[config.mk]
export PLATFORM = sky130hd
export DESIGN_NAME = pc_ras
export DESIGN_NICKNAME = d
export VERILOG_FILES = /design/src/rtl/pc_ras.sv
export SDC_FILE = /design/constraint.sdc
export NUM_CORES = 1
export LEC_CHECK = 0
export BUFFER_PORTS_ARGS = -buffer_cell sky130_fd_sc_hd__buf_2
export CELL_PAD_IN_SITES_DETAIL_PLACEMENT = 0
export CELL_PAD_IN_SITES_GLOBAL_PLACEMENT = 1
export CORE_MARGIN = 2
export CORE_UTILIZATION = 25
export DETAILED_ROUTE_END_ITERATION = 6
export PLACE_DENSITY = 0.58
export SETUP_SLACK_MARGIN = 0.3
export SYNTH_ARGS = -nofsm -noshare
export SYNTH_HDL_FRONTEND = slang
export SYNTH_SLANG_ARGS = --single-unit
[constraint.sdc]
create_clock -name CLK -period 3.9 [get_ports CLK]
set_clock_uncertainty 0.15 [all_clocks]
set_input_delay 0.39 -clock CLK [delete_from_list [all_inputs] [get_ports CLK]]
set_output_delay 0.39 -clock CLK [all_outputs]
set_load 0.01 [all_outputs]
[src/rtl/pc_ras.sv]
// Next-PC generator with circular return-address stack; cpc is registered (1 cycle), npc combinational.
// No backpressure: pcEn stalls the PC and RAS, redirect overrides everything except RST.
module pc_ras #(
    parameter int                 WIDTH     = 32,
    parameter logic [WIDTH-1:0]   PC_INIT   = '0,
    parameter int                 IMM_W     = 26,
    parameter int                 RAS_DEPTH = 4
) (
    input  logic             CLK,
    input  logic             RST,
    input  logic             pcEn,
    input  logic [2:0]       pcSel,
    input  logic             link,
    input  logic [WIDTH-1:0] rdat,
    input  logic [IMM_W-1:0] immJ26,
    input  logic [WIDTH-1:0] ext32,
    input  logic             redirect,
    input  logic [WIDTH-1:0] redirect_pc,
    output logic [WIDTH-1:0] cpc,
    output logic [WIDTH-1:0] npc,
    output logic             ras_empty,
    output logic             ras_full,
    output logic             ras_ovf,
    output logic             ras_unf,
    output logic             misalign
);
    localparam int PW = (RAS_DEPTH > 1) ? $clog2(RAS_DEPTH) : 1;
    localparam int CW = PW + 1;

    localparam logic [2:0] SEL_JR   = 3'd1;
    localparam logic [2:0] SEL_JUMP = 3'd2;
    localparam logic [2:0] SEL_BR   = 3'd3;
    localparam logic [2:0] SEL_RET  = 3'd4;

    logic [WIDTH-1:0] ras_mem [RAS_DEPTH];
    logic [PW-1:0]    ptr;
    logic [PW-1:0]    ptr_inc;
    logic [CW-1:0]    count;

    logic [WIDTH-1:0] jump_tgt;
    logic [WIDTH-1:0] raw_tgt;
    logic [WIDTH-1:0] tgt;
    logic             chk_align;
    logic             tgt_mis;
    logic             have_top;
    logic             is_ret;
    logic             adv;

    assign npc       = cpc + WIDTH'(4);
    assign ptr_inc   = ptr + PW'(1);
    assign have_top  = (count != '0);
    assign ras_empty = (count == '0);
    assign ras_full  = (count == CW'(RAS_DEPTH));
    assign is_ret    = (pcSel == SEL_RET);
    assign adv       = pcEn && !redirect;

    always_comb begin
        jump_tgt              = npc;
        jump_tgt[IMM_W+1:0]   = {immJ26, 2'b00};
        raw_tgt               = npc;
        chk_align             = 1'b0;
        case (pcSel)
            SEL_JR:   begin raw_tgt = rdat; chk_align = 1'b1; end
            SEL_JUMP: raw_tgt = jump_tgt;
            SEL_BR:   raw_tgt = npc + (ext32 << 2);
            SEL_RET:  begin raw_tgt = have_top ? ras_mem[ptr] : rdat; chk_align = 1'b1; end
            default:  raw_tgt = npc;
        endcase
        tgt_mis = chk_align && (raw_tgt[1:0] != 2'b00);
        tgt     = chk_align ? (raw_tgt & ~WIDTH'(3)) : raw_tgt;
    end

    always_ff @(posedge CLK) begin
        if (RST) begin
            cpc      <= PC_INIT;
            ptr      <= '0;
            count    <= '0;
            ras_ovf  <= 1'b0;
            ras_unf  <= 1'b0;
            misalign <= 1'b0;
        end else if (redirect) begin
            cpc <= redirect_pc & ~WIDTH'(3);
        end else if (pcEn) begin
            cpc <= tgt;
            if (tgt_mis)
                misalign <= 1'b1;
            if (is_ret) begin
                // RET+link swaps the top in place; an empty stack gains one entry.
                if (!have_top) begin
                    ras_unf <= 1'b1;
                    if (link)
                        count <= CW'(1);
                end else if (!link) begin
                    ptr   <= ptr - PW'(1);
                    count <= count - CW'(1);
                end
            end else if (link) begin
                ptr <= ptr_inc;
                if (ras_full)
                    ras_ovf <= 1'b1;
                else
                    count <= count + CW'(1);
            end
        end
    end

    always_ff @(posedge CLK) begin
        if (!RST && adv && link) begin
            if (is_ret)
                ras_mem[ptr] <= npc;
            else
                ras_mem[ptr_inc] <= npc;
        end
    end
endmodule

==> flow_summary_export.csv <==
group,metric,value,unit
status,status,"completed",
yosys,ys_seq_area_share,47.1,%
sta,slew_viol_final,0,
yosys,yosysTopAreaCell,"edfxtp_1",
detailed_routing,wl,38700,microns
critical_path,crit_path_max_fanout,7,
detailed_routing,viasPerCell,5.03,
cts,clock_latency,450,ps
layout,nets,1342,
sta,holdWs,74.0,ps
global_routing,grt_pass1_wl,55900,microns
pwr,p_comb_share,21.1,%
cts,root_buffer,"clkbuf_16",
critical_path,endpoint_kind,"register",
yosys,synth_ff_type,"edfxtp_1",
critical_path,crit_path_frequent_cell,"o311ai_2",
detailed_routing,post_drt_wl_per_cell,22.7,microns
yosys,avgSynthCellArea,10.8,sq um
sta,worst_slew_margin_rel,50.1,%
cts,clockBufferDepth,2,
pwr,p_leak,0.00490,uW
place,io_buffers,194,
job,maxCapViolCount,0,
yosys,synth_cells,922,
detailed_routing,drt_iter0_markers,511,
floorplanning,coreArea,39500,sq um
sta,fmax,289,MHz
yosys,synth_top_area_share,38.6,%
global_routing,antenna_found_initial,0,
critical_path,slowest_stage,"dfxtp_2",
pwr,power.internal,3240,uW
detailed_routing,drc_errors,0,
sta,worst_pin_slew,748,ps
critical_path,cp.required,4060,ps
critical_path,slowest_delay,390,ps
layout,multi_input_area,5230,sq um
floorplanning,die_x,204,microns
sta,rsz0062_at_grt,"yes",
worst_hold_path,hold_path.class,"in -> reg",
yosys,ys_ff_latch,170,
global_routing,grt_pass1_vias,8614,
sta,final.setup.tns,0,ps
layout,num_antenna_cells,0,
sta,period_share,88.8,%
floorplanning,dieArea,41400,sq um
cts,numCtsBuffers,17,
place,hpwl,29000,microns
cts,cts_sinks,170,
pwr,sw_frac_of_total,31.0,%
sta,setup_violations,0,
yosys,synth_area_leaders,"edfxtp_1 (39%), dfxtp_1 (8.4%), mux4_2 (6.8%)",
yosys,syn-num-nets,1094,
floorplanning,rows,73,
floorplanning,io_pins,199,
sta,final_hold_viol_count,0,
critical_path,startpoint_type,"register",
global_routing,track_usage,18.6,%
yosys,ys_types,74,
pwr,seqPwrFrac,43.1,%
yosys,netlist_area,9950,sq um
pwr,ir_drop,322,uV
floorplanning,start_util,25.2,%
critical_path,cp_cell_sequence,"and4_4, nand3_4, nor2_2, buf_4, nand3_2, xnor2_4, ha_4, and4_1, nand2_1, o311ai_2, a21oi_2, o21a_1, o311ai_2, a211oi_1",
critical_path,arrival,3620,ps
yosys,synth_edf_count,128,
pwr,clock_power_share,35.8,%
cts,path_clk_slew,70,ps
detailed_routing,ant_nets,0,
detailed_routing,dr.pass1.iters,4,
pwr,cellPowerDensity,365,nW/um^2
pwr,p_switching,1460,uW
cts,cts_tree,"done",
critical_path,crit_type,"reg -> reg",
place,place.gp.congestion,0.875,
sta,fin_crit,3460,ps
global_routing,grt_max_degree,68,
yosys,async_reset_ff_share,0,%
layout,area_growth,29.6,%
global_routing,grt_overflow,0,
layout,n_fill_cell,4111,
detailed_routing,vias,8584,
floorplanning,chipHeight,204,microns
yosys,yosysWarnings,0,
layout,seq_area,4690,sq um
cts,htreeDepth,4,
layout,drive_gt1_share,34.5,%
==> critical path: cells and delay by family (launching register included) <==
| kind | cells | cell delay, ps |
|---|---|---|
| AOI/OAI and AO/OA | 5 | 1010 |
| xor gates and xnor gates | 1 | 210 |
| adders and majority gates | 1 | 320 |
| buffers and inverters | 1 | 160 |
| DFF | 1 | 390 |
| and+or+nand+nor | 6 | 1080 |
==> sequential cells by signal, indices dropped and copies added (netlist names), named ones only <==
name	cells
ras_ovf	1
count	3
ptr	2
ras_unf	1
cpc	32
ras_mem	128
misalign	1
==> per-stage QoR <==
step / total power, uW / setup WS, ps / area (sq um) / std cells / util [%]
floorplan: 2590 / 280 / 9950 / 922 / -
global placement: 3030 / 222 / 12100 / 1673 / 30.5
detailed placement: 3030 / 149 / 12100 / 1673 / 30.5
CTS: 4720 / 289 / 12700 / 1706 / 32.2
global route: 4890 / 260 / 12900 / 1708 / 32.6
finish: 4700 / 437 / 12900 / 1708 / 32.6
==> final cells by class <==
| type | count | area share [%] |
|---|---|---|
| Clock buffer | 17 | 3.30 |
| Timing Repair Buffer | 281 | 12.7 |
| Sequential cell | 170 | 36.4 |
| Clock inverter | 15 | 1.20 |
| Inverter | 28 | 0.815 |
| Tap cell | 525 | 5.09 |
| Multi-Input combinational cell | 672 | 40.5 |
==> worst paths after layout <==
kind	start	to	slack, ps	cells after the start
worst max-delay path	cpc[11]	cpc[29]	440	14
worst min-delay path	redirect_pc[4]	cpc[4]	70	3
worst max register to register	cpc[11]	cpc[29]	440	14
worst min register to register	ras_unf	ras_unf	330	2
==> cell usage after synthesis, drive strengths merged, types with 21 or more instances <==
library cell  instances
nand2                69
nor3b                28
dfxtp                42
inv                  28
o21ai                60
nor2                 45
mux4                 30
nand3                32
xnor2                37
ha                   41
buf                  21
edfxtp              128
a21oi               106
clkbuf               31
==> kinds of logic after synthesis <==
group	share of synthesized area, %
adders and majority gates	5.36
AOI/OAI and AO/OA	18.4
muxes	7.30
DFF	47.1
and+or+nand+nor	13.6
buffers and inverters	3.39
xor gates and xnor gates	4.83
==> power groups by stage <==
stage	registers [uW]	logic (uW)	clock network, uW
4_1_cts	2030	975	1720
5_1_grt	2030	1080	1780
3_3_place_gp	2070	965	0
2_1_floorplan	2070	522	0
6_report	2030	991	1680
3_5_place_dp	2070	961	0
==> layout by cell type, fill, tap and decap left out, types with 6 or more instances in the layout <==
cell type	instances
and2_1	7
a21o_1	7
nor3_1	13
buf_2	194
o211ai_1	15
a221o_1	12
ha_1	36
nor3b_1	26
nor2_1	36
buf_4	86
nor2b_1	12
a211oi_1	6
nand2b_1	10
xor2_1	14
nand4_1	10
edfxtp_1	128
o21a_1	8
a31oi_1	7
mux4_2	30
o21ai_0	54
a221oi_1	12
o22ai_1	9
a22oi_1	7
xnor2_1	31
nand2_1	68
nor2_4	6
inv_1	28
dfxtp_1	38
nand3_1	27
a21oi_1	100
clkbuf_16	17
==> routing by layer <==
layer	wire, microns	vias up	share of wire, %	GRT usage (%)
li1	-	4066	-	-
met5	0	-	0	0
met1	18200	4273	47	25.3
met3	1280	45	3.3	2.78
met4	1080	0	2.8	6.49
met2	18100	200	47	30.1
==> timing repair <==
| item | 4_1_cts | 5_1_grt |
|---|---|---|
| setup buffers | 1 | 2 |
| hold buffers | 0 | 0 |
| endpoints found under the setup margin | 7 | 15 |
| pin swaps | 1 | 6 |
| resized for setup | 15 | 33 |
Power figures use the tool's default switching activity.
